### config.mk
export PLATFORM = sky130hd
export DESIGN_NAME = interface_coprocessador_flat
export DESIGN_NICKNAME = d
export VERILOG_FILES = /design/src/rtl/interface_coprocessador_if.sv /design/src/rtl/interface_coprocessador.sv /design/src/flat_wrapper.sv
export SDC_FILE = /design/constraint.sdc
export NUM_CORES = 1
export LEC_CHECK = 0
export ABC_CLOCK_PERIOD_IN_PS = 1950
export CAP_MARGIN = 30
export CORE_AREA = 2 2 258 260
export DETAILED_ROUTE_END_ITERATION = 8
export DIE_AREA = 0 0 260 262
export GPL_ROUTABILITY_DRIVEN = 0
export PLACE_DENSITY = 0.78
export SYNTH_ARGS = -nofsm -noshare
export SYNTH_HDL_FRONTEND = slang
export SYNTH_SLANG_ARGS = --single-unit
### constraint.sdc
create_clock -name clk -period 1.95 [get_ports clk]
set_clock_uncertainty 0.05 [all_clocks]
set_input_delay 0.39 -clock clk [delete_from_list [all_inputs] [get_ports clk]]
set_output_delay 0.39 -clock clk [all_outputs]
set_load 0.05 [all_outputs]
### src/rtl/interface_coprocessador_if.sv
// Host instruction/response bus of the matrix coprocessor initiator.
// master = host (HPS/PIO bridge), slave = interface_coprocessador.
interface interface_coprocessador_if #(
    parameter int ELEM_W = 8
) ();
    logic [31:0]       instr;
    logic              instr_valid;
    logic              instr_ready;
    logic [ELEM_W-1:0] rdata;
    logic              rdata_valid;

    modport master (
        output instr,
        output instr_valid,
        input  instr_ready,
        input  rdata,
        input  rdata_valid
    );

    modport slave (
        input  instr,
        input  instr_valid,
        output instr_ready,
        output rdata,
        output rdata_valid
    );
endinterface

### src/rtl/interface_coprocessador.sv
// Host-side initiator for the 5x5 matrix coprocessor: assembles A/B from
// LOAD instructions, runs EXEC with a done timeout, and serves READs of the result.
module interface_coprocessador #(
    parameter int ELEM_W  = 8,
    parameter int N_ELEM  = 25,
    parameter int TIMEOUT = 64
) (
    input  logic                       clk,
    input  logic                       rst_n,
    interface_coprocessador_if.slave   host,
    output logic                       busy,
    output logic                       flag_done,
    output logic                       flag_ovf,
    output logic                       flag_err,
    output logic                       cop_start,
    output logic [2:0]                 cop_op,
    output logic [2:0]                 cop_tamanho,
    output logic [N_ELEM*ELEM_W-1:0]   cop_matriz1,
    output logic [N_ELEM*ELEM_W-1:0]   cop_matriz2,
    input  logic [N_ELEM*ELEM_W-1:0]   cop_result,
    input  logic                       cop_overflow,
    input  logic                       cop_done
);
    localparam int MAT_W = N_ELEM * ELEM_W;
    localparam int CNT_W = (TIMEOUT > 1) ? $clog2(TIMEOUT) : 1;
    localparam logic [4:0] IDX_MAX = 5'(N_ELEM - 1);

    localparam logic [1:0] CMD_LOAD_A = 2'b00;
    localparam logic [1:0] CMD_LOAD_B = 2'b01;
    localparam logic [1:0] CMD_EXEC   = 2'b10;
    localparam logic [1:0] CMD_READ   = 2'b11;

    typedef enum logic [1:0] {
        S_IDLE  = 2'd0,
        S_START = 2'd1,
        S_WAIT  = 2'd2
    } state_t;

    state_t            state_r;
    logic [CNT_W-1:0]  cnt_r;
    logic [MAT_W-1:0]  mat_a_r;
    logic [MAT_W-1:0]  mat_b_r;
    logic [MAT_W-1:0]  result_r;
    logic [ELEM_W-1:0] rdata_r;
    logic              rdata_valid_r;
    logic              instr_ready_r;
    logic              busy_r;
    logic              flag_done_r;
    logic              flag_ovf_r;
    logic              flag_err_r;
    logic              cop_start_r;
    logic [2:0]        cop_op_r;
    logic [2:0]        cop_tamanho_r;

    logic [1:0]        cmd_s;
    logic [4:0]        idx_s;
    logic [ELEM_W-1:0] data_s;
    logic              accept_s;
    logic              idx_bad_s;
    logic              unused_instr_s;

    function automatic logic [ELEM_W-1:0] elem_rd(input logic [MAT_W-1:0] m,
                                                  input logic [4:0]       idx);
        logic [ELEM_W-1:0] v;
        v = '0;
        for (int k = 0; k < N_ELEM; k++) begin
            if (idx == 5'(k)) v = m[k*ELEM_W +: ELEM_W];
        end
        return v;
    endfunction

    function automatic logic [MAT_W-1:0] elem_wr(input logic [MAT_W-1:0]  m,
                                                 input logic [4:0]        idx,
                                                 input logic [ELEM_W-1:0] d);
        logic [MAT_W-1:0] r;
        r = m;
        for (int k = 0; k < N_ELEM; k++) begin
            if (idx == 5'(k)) r[k*ELEM_W +: ELEM_W] = d;
        end
        return r;
    endfunction

    assign cmd_s          = host.instr[31:30];
    assign idx_s          = host.instr[12:8];
    assign data_s         = host.instr[ELEM_W-1:0];
    assign accept_s       = host.instr_valid & instr_ready_r;
    assign idx_bad_s      = (idx_s > IDX_MAX);
    assign unused_instr_s = ^host.instr[29:13];

    // Command decode, IDLE->START->WAIT_DONE sequencing and all registered outputs
    always_ff @(posedge clk or negedge rst_n) begin
        if (!rst_n) begin
            state_r       <= S_IDLE;
            cnt_r         <= '0;
            mat_a_r       <= '0;
            mat_b_r       <= '0;
            result_r      <= '0;
            rdata_r       <= '0;
            rdata_valid_r <= 1'b0;
            instr_ready_r <= 1'b1;
            busy_r        <= 1'b0;
            flag_done_r   <= 1'b0;
            flag_ovf_r    <= 1'b0;
            flag_err_r    <= 1'b0;
            cop_start_r   <= 1'b0;
            cop_op_r      <= 3'd0;
            cop_tamanho_r <= 3'd0;
        end else begin
            cop_start_r   <= 1'b0;
            rdata_valid_r <= 1'b0;
            case (state_r)
                S_IDLE: begin
                    if (accept_s) begin
                        case (cmd_s)
                            CMD_LOAD_A: begin
                                if (idx_bad_s) flag_err_r <= 1'b1;
                                else           mat_a_r    <= elem_wr(mat_a_r, idx_s, data_s);
                            end
                            CMD_LOAD_B: begin
                                if (idx_bad_s) flag_err_r <= 1'b1;
                                else           mat_b_r    <= elem_wr(mat_b_r, idx_s, data_s);
                            end
                            CMD_EXEC: begin
                                cop_op_r      <= host.instr[2:0];
                                cop_tamanho_r <= host.instr[5:3];
                                flag_done_r   <= 1'b0;
                                flag_ovf_r    <= 1'b0;
                                flag_err_r    <= 1'b0;
                                cop_start_r   <= 1'b1;
                                instr_ready_r <= 1'b0;
                                busy_r        <= 1'b1;
                                state_r       <= S_START;
                            end
                            CMD_READ: begin
                                rdata_valid_r <= 1'b1;
                                if (idx_bad_s) begin
                                    rdata_r    <= '0;
                                    flag_err_r <= 1'b1;
                                end else begin
                                    rdata_r    <= elem_rd(result_r, idx_s);
                                end
                            end
                            default: state_r <= S_IDLE;
                        endcase
                    end
                end
                S_START: begin
                    cnt_r   <= '0;
                    state_r <= S_WAIT;
                end
                S_WAIT: begin
                    // done is checked first so it wins over a simultaneous timeout
                    if (cop_done) begin
                        result_r      <= cop_result;
                        flag_ovf_r    <= cop_overflow;
                        flag_done_r   <= 1'b1;
                        instr_ready_r <= 1'b1;
                        busy_r        <= 1'b0;
                        state_r       <= S_IDLE;
                    end else if (cnt_r == CNT_W'(TIMEOUT - 1)) begin
                        flag_err_r    <= 1'b1;
                        instr_ready_r <= 1'b1;
                        busy_r        <= 1'b0;
                        state_r       <= S_IDLE;
                    end else begin
                        cnt_r <= cnt_r + CNT_W'(1);
                    end
                end
                default: begin
                    instr_ready_r <= 1'b1;
                    busy_r        <= 1'b0;
                    state_r       <= S_IDLE;
                end
            endcase
        end
    end

    assign host.instr_ready = instr_ready_r;
    assign host.rdata       = rdata_r;
    assign host.rdata_valid = rdata_valid_r;
    assign busy             = busy_r;
    assign flag_done        = flag_done_r;
    assign flag_ovf         = flag_ovf_r;
    assign flag_err         = flag_err_r;
    assign cop_start        = cop_start_r;
    assign cop_op           = cop_op_r;
    assign cop_tamanho      = cop_tamanho_r;
    assign cop_matriz1      = mat_a_r;
    assign cop_matriz2      = mat_b_r;
endmodule

### src/flat_wrapper.sv
// flat-port wrapper written by rule: the top's interface ports become plain ports
module interface_coprocessador_flat 
#(
    parameter int ELEM_W  = 8,
    parameter int N_ELEM  = 25,
    parameter int TIMEOUT = 64
)
  (clk, rst_n, busy, flag_done, flag_ovf, flag_err, cop_start, cop_op, cop_tamanho, cop_matriz1, cop_matriz2, cop_result, cop_overflow, cop_done, host_instr, host_instr_valid, host_instr_ready, host_rdata, host_rdata_valid);
  interface_coprocessador_if #(.ELEM_W(ELEM_W)) host_i ();
  input  logic clk;
  input  logic rst_n;
  output logic busy;
  output logic flag_done;
  output logic flag_ovf;
  output logic flag_err;
  output logic cop_start;
  output logic [2:0] cop_op;
  output logic [2:0] cop_tamanho;
  output logic [N_ELEM*ELEM_W-1:0] cop_matriz1;
  output logic [N_ELEM*ELEM_W-1:0] cop_matriz2;
  input  logic [N_ELEM*ELEM_W-1:0] cop_result;
  input  logic cop_overflow;
  input  logic cop_done;
  input wire logic [$bits(host_i.instr)-1:0] host_instr;
  input wire logic [$bits(host_i.instr_valid)-1:0] host_instr_valid;
  output wire logic [$bits(host_i.instr_ready)-1:0] host_instr_ready;
  output wire logic [$bits(host_i.rdata)-1:0] host_rdata;
  output wire logic [$bits(host_i.rdata_valid)-1:0] host_rdata_valid;
  assign host_i.instr = host_instr;
  assign host_i.instr_valid = host_instr_valid;
  assign host_instr_ready = host_i.instr_ready;
  assign host_rdata = host_i.rdata;
  assign host_rdata_valid = host_i.rdata_valid;
  interface_coprocessador #(.ELEM_W(ELEM_W), .N_ELEM(N_ELEM), .TIMEOUT(TIMEOUT)) u_core (.clk(clk), .rst_n(rst_n), .host(host_i), .busy(busy), .flag_done(flag_done), .flag_ovf(flag_ovf), .flag_err(flag_err), .cop_start(cop_start), .cop_op(cop_op), .cop_tamanho(cop_tamanho), .cop_matriz1(cop_matriz1), .cop_matriz2(cop_matriz2), .cop_result(cop_result), .cop_overflow(cop_overflow), .cop_done(cop_done));
endmodule
==> flow_metrics.py, run 1 <==
metrics = {
    "finish": {
        "final_net_count": 2973,
        "syn2layout_area_growth_pct": 51.0,
        "layout-drive-gt1-share_pct": 53.0,
    },
    "outcome": {
        "status": "finished, violations left",
        "violations": "negative setup slack",
    },
    "drt": {
        "ant_nets": 0,
        "drt_pass1_iterations": 6,
        "drc": 0,
        "wl_per_cell_um": 26.9,
        "via_per_inst": 5.53,
        "drt-initial-drc-count": 2242,
        "vias": 20288,
        "drt_wl_total_mm": 98.6,
    },
    "sta": {
        "period_share_pct": 114,
        "period_needed_ps": 2220,
        "worst_slack_ps": -268,
        "rsz0062_at_grt": "yes",
        "finalMaxSlewViolations": 0,
        "hold_viol": 0,
        "tightestPinTransition_ps": 622,
        "relSlewSlack_pct": 58.4,
        "fmax_mhz": 451,
        "setup_viol": 406,
    },
    "global_routing": {
        "grt_pass1_vias": 20974,
        "grt-ovfl-total": 0,
        "grt.total_usage_pct": 27.8,
        "grt_antenna_before_repair": 20,
        "grt_max_degree": 57,
        "grt_pass1_wl_mm": 139,
    },
    "floorplanning": {
        "core_area_um2": 65300,
        "die-area_um2": 68100,
        "start_util_pct": 39.6,
        "pin_count": 658,
        "num_rows": 94,
        "die_x_um": 260,
        "die_h_um": 262,
    },
    "setup_path": {
        "cp.required_ps": 2380,
        "critPathCaptureType": "flop",
        "start_kind": "flop",
        "crit_arrival_ps": 2650,
        "path_max_fanout": 5,
        "crit_type": "reg2reg",
    },
    "logic_synthesis": {
        "synth_seq_cells": 629,
        "ys_warn_count": 0,
        "ys_seq_area_share_pct": 60.9,
        "ys.flop_type": "dfrtp_1",
        "postSynthCellCount": 1827,
        "syn_area_per_cell_um2": 14.1,
        "synth_edf_count": 0,
        "async_reset_ff_share_pct": 100,
        "syn-num-nets": 2065,
        "synthDistinctLibCells": 74,
        "synth_area_um2": 25800,
    },
    "clocking": {
        "clkSinkCount": 629,
        "clockBufferDepth": 3,
        "clkTransAtPathRegs_ps": 60,
        "clock_latency_ps": 600,
        "cts_root_buffer": "clkbuf_16",
        "numCtsBuffers": 69,
        "cts_tree": "built",
        "htree_levels": 3,
    },
    "pwr": {
        "powerDensity_nw_per_um2": 1110,
        "irDropWorstVdd_mv": 0.679,
        "p_total_w": 0.0431,
        "p_leak_nw": 18.7,
    },
    "placed_design": {
        "pre_cts_slack_ps": -877,
        "dp_hpwl_mm": 72.0,
        "io_buffers": 640,
    },
    "flow_run": {
        "maxCapViolations": 0,
    },
    "worst_hold_path": {
        "hp-class": "in2reg",
    },
}
placed cells by master, fill, tap and decap left out, types with 61 or more instances in the layout:
cell | netlist | final
buf_4 | 2 | 439
clkdlybuf4s15_2 | 0 | 63
clkbuf_16 | 0 | 71
buf_12 | 0 | 62
dfrtp_1 | 628 | 628
clkdlybuf4s50_1 | 0 | 205
clkdlybuf4s15_1 | 0 | 61
mux2_2 | 577 | 467
mux2_4 | 0 | 135
nand2_1 | 100 | 63
layout make-up:
type / count / area, um2
clock inverter: 32 / 365
fill: 4928 / 26300
tap: 864 / 1080
inverter: 11 / 43.8
sequential: 629 / 15700
clock buffer: 94 / 1950
multi-input combinational: 1087 / 11100
antenna: 17 / 42.5
timing repair buffer: 937 / 8740
Yosys cell counts (10+ instances only):
cell type    n  area share [%]
a21oi_1     32            0.62
a221oi_1    15            0.51
a31oi_1     11            0.27
buf_2       19            0.37
clkbuf_1    73             1.1
dfrtp_1    628              61
mux2_1      25             1.1
mux2_2     577              25
mux2i_1     10            0.39
nand2_1    100             1.5
nand2b_1    14            0.34
nand3_1     29            0.56
nor2_1      56            0.81
nor2_2      10            0.24
nor3_1      16            0.31
o21ai_0     38            0.74
o22ai_1     12            0.29
critical path, cell delays in order (launching register included):
cell and delay (ps):
dfstp_2 540, nand2_2 60, or3_4 380, nor3b_4 230
buf_12 170, nand2_8 70, nor2_4 140, buf_12 140
mux2_4 310
worst paths after layout:
| check | start | end | slack [ps] | cells past startpoint |
|---|---|---|---|---|
| min in group asynchronous | rst_n | u_core.flag_err$_DFFE_PN0P_ | 300 | 2 |
| max reg2reg | u_core.host.instr_ready$_DFFE_PN1P_ | u_core.cop_matriz2[30]$_DFFE_PN0P_ | -270 | 8 |
| min | host_instr[3] | u_core.cop_tamanho[0]$_DFFE_PN0P_ | 270 | 4 |
| max | u_core.host.instr_ready$_DFFE_PN1P_ | u_core.cop_matriz2[30]$_DFFE_PN0P_ | -270 | 8 |
| max in group asynchronous | rst_n | u_core.cop_matriz1[174]$_DFFE_PN0P_ | 750 | 3 |
| min reg2reg | u_core.cop_tamanho[0]$_DFFE_PN0P_ | u_core.cop_tamanho[0]$_DFFE_PN0P_ | 430 | 2 |
metrics by stage:
stage               hold WS (ps)  area (um2)  TNS, ps  util (%)  cells
finish                       270       39000   -74890      59.8   3671
global route                 255       39000  -102460      59.8   3670
CTS                          205       38300   -90890      58.7   3643
detailed placement           344       35400  -279440      54.2   3500
global placement             341       35400  -269300      54.2   3500
floorplan                   44.4       26200  -105780         -   1827
where the power goes:
part           switching, W  internal [W]  total (W)
Sequential          0.00241        0.0161     0.0185
Clock               0.00554       0.00777     0.0133
Combinational       0.00644       0.00490     0.0113
Total                0.0144        0.0288     0.0431
state kept, by name, summed over array words and instances (netlist names), 2 cells and up:
signal,cells
u_core.cnt_r,6
u_core.cop_matriz1,200
u_core.cop_matriz2,200
u_core.cop_op,3
u_core.cop_tamanho,3
u_core.host.rdata,8
u_core.result_r,200
u_core.state_r,2
metal layers:
layer	vias to the layer above	GRT usage [%]	share of wire [%]
met5	-	0	0.023
met1	10284	34.5	39
li1	8442	-	-
met3	363	6.00	7.5
met2	1195	45.4	48
met4	4	15.3	5.8
kinds of logic after synthesis:
logic type               Yosys count  synth area share (%)
multiplexers                     613                  26.7
flip-flops                       629                  60.9
AO/OA/AOI/OAI                    180                  4.72
AND/OR/NAND/NOR                  289                  5.70
XOR/XNOR                           4                 0.136
buffers and inverters            111                  1.76
adder cells (fa/ha/maj)            1                0.0484
what timing repair did:
item	in CTS	in global routing
setup endpoints to repair	601	485
pin swaps	9	34
resized for setup	492	255
endpoints found under the hold margin	17	0
cloned	2	1
buffers inserted	15	21
hold buffers	1	0
No activity file was read; power rests on OpenSTA's default activity.
==> inputs of run 2 (changes only) <==
Settings changed: CELL_PAD_IN_SITES_DETAIL_PLACEMENT set to 1, CELL_PAD_IN_SITES_GLOBAL_PLACEMENT set to 1, CORE_AREA 2 2 258 260 to not set, CORE_UTILIZATION set to 36, DIE_AREA 0 0 260 262 to not set, PLACE_DENSITY 0.78 to 0.86, TNS_END_PERCENT set to 30.
==> flow_metrics.py, run 2 (same netlist as run 1, synthesis figures left out) <==
metrics = {
    "clocking": {
        "numCtsBuffers": 69,
        "htree_levels": 3,
        "clkSinkCount": 629,
        "cts_root_buffer": "clkbuf_16",
        "clockBufferDepth": 3,
        "clkTransAtPathRegs_ps": 60,
        "clock_latency_ps": 620,
        "cts_tree": "built",
    },
    "finish": {
        "final_common_cell": "dfrtp_1",
        "syn2layout_area_growth_pct": 50.9,
        "regArea_um2": 15700,
        "final_net_count": 2964,
        "utilization_pct": 55.3,
        "fillerInstances": 6873,
        "final_cell_mix": "dfrtp_1 (628), mux2_2 (476), buf_4 (429), clkdlybuf4s50_1 (205), mux2_4 (116)",
        "layout-drive-gt1-share_pct": 54.8,
        "multi_input_area_um2": 10800,
        "stdcell_count": 3730,
    },
    "setup_path": {
        "cpPeakStageDelay_ps": 540,
        "critPathCaptureType": "flop",
        "reg2reg_slack_ps": -280,
        "crit_arrival_ps": 2680,
        "start_kind": "flop",
        "critPathBufInv": 2,
        "cp_cell_sequence": "nand2_2 -> or3_4 -> nor3_4 -> buf_6 -> nand2_1 -> buf_12 -> mux2_2",
        "crit_type": "reg2reg",
        "cp.required_ps": 2400,
        "path_delay_family": "simple AND/OR/NAND/NOR gates",
        "crit_path_top_delay_cell": "dfstp_2",
        "path_max_fanout": 8,
    },
    "floorplanning": {
        "start_util_pct": 36.6,
        "die-area_um2": 72800,
        "core_area_um2": 70500,
        "pin_count": 658,
        "die_h_um": 270,
        "die_x_um": 270,
        "num_rows": 97,
    },
    "drt": {
        "drt-initial-drc-count": 1622,
        "ant_nets": 0,
        "drt_pass1_iterations": 6,
        "via_per_inst": 5.67,
        "vias": 21158,
        "drt_wl_total_mm": 119,
        "wl_per_cell_um": 31.8,
        "drc": 0,
    },
    "placed_design": {
        "dp.cells": 3588,
        "io_buffers": 640,
        "dp_hpwl_mm": 80.4,
    },
    "pwr": {
        "powerDensity_nw_per_um2": 1160,
        "p_leak_nw": 18.7,
        "p_total_w": 0.0451,
        "irDropWorstVdd_mv": 0.851,
    },
    "global_routing": {
        "grt_pass1_vias": 23563,
        "grt_max_degree": 83,
        "grt_antenna_before_repair": 18,
        "grt-ovfl-total": 0,
        "grt.total_usage_pct": 32.2,
        "grt_pass1_wl_mm": 173,
    },
    "outcome": {
        "status": "finished, violations left",
        "violations": "negative setup slack",
    },
    "sta": {
        "hold_viol": 0,
        "setup_viol": 409,
        "tightestPinTransition_ps": 765,
        "finalMaxSlewViolations": 0,
        "period_share_pct": 114,
        "worst_slack_ps": -275,
        "period_needed_ps": 2230,
        "rsz0062_at_grt": "yes",
        "relSlewSlack_pct": 49.0,
        "fmax_mhz": 449,
    },
    "worst_hold_path": {
        "hp-class": "in2async",
    },
    "flow_run": {
        "maxCapViolations": 0,
    },
}
run 2: cell count changes in the layout (fill, tap and decap cells not counted), moves of 6 or more:
| cell | delta |
|---|---|
| dlygate4sd2_1 | -12 |
| clkbuf_2 | +13 |
| clkdlybuf4s15_2 | +41 |
| mux2_4 | -19 |
| clkdlybuf4s15_1 | -39 |
| mux2_1 | +10 |
| bufinv_16 | +6 |
| diode_2 | -7 |
| nand2_2 | +6 |
| buf_12 | +10 |
| mux2_2 | +9 |
| nand2_8 | -12 |
| buf_4 | -10 |
run 2: worst register-to-register path, delay by kind of cell, from the launching register on:
| kind | cells | cell delay, ps |
|---|---|---|
| buf+inv | 2 | 420 |
| simple gates | 4 | 800 |
| mux | 1 | 320 |
| flops | 1 | 540 |
run 2: final cells by class:
type	instances	area share, %
clock buffer	90	4.97
clock inverter	35	1.35
tap	940	3.02
multi-input combinational	1087	27.7
sequential	629	40.4
antenna	10	0.0642
timing repair buffer	928	22.4
inverter	11	0.116
run 2: what timing repair did:
action | CTS | global route
pin swaps | 12 | 2
hold endpoints to repair | 89 | 0
setup buffers | 14 | 5
resized for setup | 610 | 158
endpoints found under the setup margin | 602 | 488
hold buffers | 1 | 0
cloned | 2 | 0
run 2: final timing paths:
kind | depth (start not counted) | from | end
min in group clk | 4 | host_instr[5] | u_core.cop_tamanho[2]$_DFFE_PN0P_
worst min-delay path | 2 | rst_n | u_core.result_r[18]$_DFFE_PN0P_
worst max-delay path | 7 | u_core.host.instr_ready$_DFFE_PN1P_ | u_core.cop_matriz1[34]$_DFFE_PN0P_
max in group asynchronous | 4 | rst_n | u_core.cop_matriz1[41]$_DFFE_PN0P_
worst max register to register | 7 | u_core.host.instr_ready$_DFFE_PN1P_ | u_core.cop_matriz1[34]$_DFFE_PN0P_
worst min register to register | 2 | u_core.cop_tamanho[0]$_DFFE_PN0P_ | u_core.cop_tamanho[0]$_DFFE_PN0P_
run 2: metal layers:
| layer | GRT usage, % | wire [um] | part of all wire (%) |
|---|---|---|---|
| met5 | 0 | 81 | 0.068 |
| met4 | 20.1 | 8550 | 7.2 |
| met3 | 8.82 | 9300 | 7.8 |
| met2 | 53.5 | 57800 | 49 |
| met1 | 36.9 | 43000 | 36 |
run 2: stage by stage:
| stage | TNS (ps) | setup slack (ps) | hold slack (ps) | cell area (um2) |
|---|---|---|---|---|
| final | -70750 | -275 | 210 | 39000 |
| after global routing | -99210 | -345 | 212 | 39000 |
| after CTS | -70610 | -275 | 200 | 39100 |
| after detailed placement | -317620 | -990 | 254 | 35800 |
| after global placement | -287580 | -941 | 263 | 35800 |
| after floorplan | -106650 | -312 | 44.4 | 26200 |
run 2: power by group:
group	switching (W)	internal [W]
Sequential	0.00279	0.0161
Clock	0.00587	0.00855
Combinational	0.00692	0.00488
Total	0.0156	0.0295
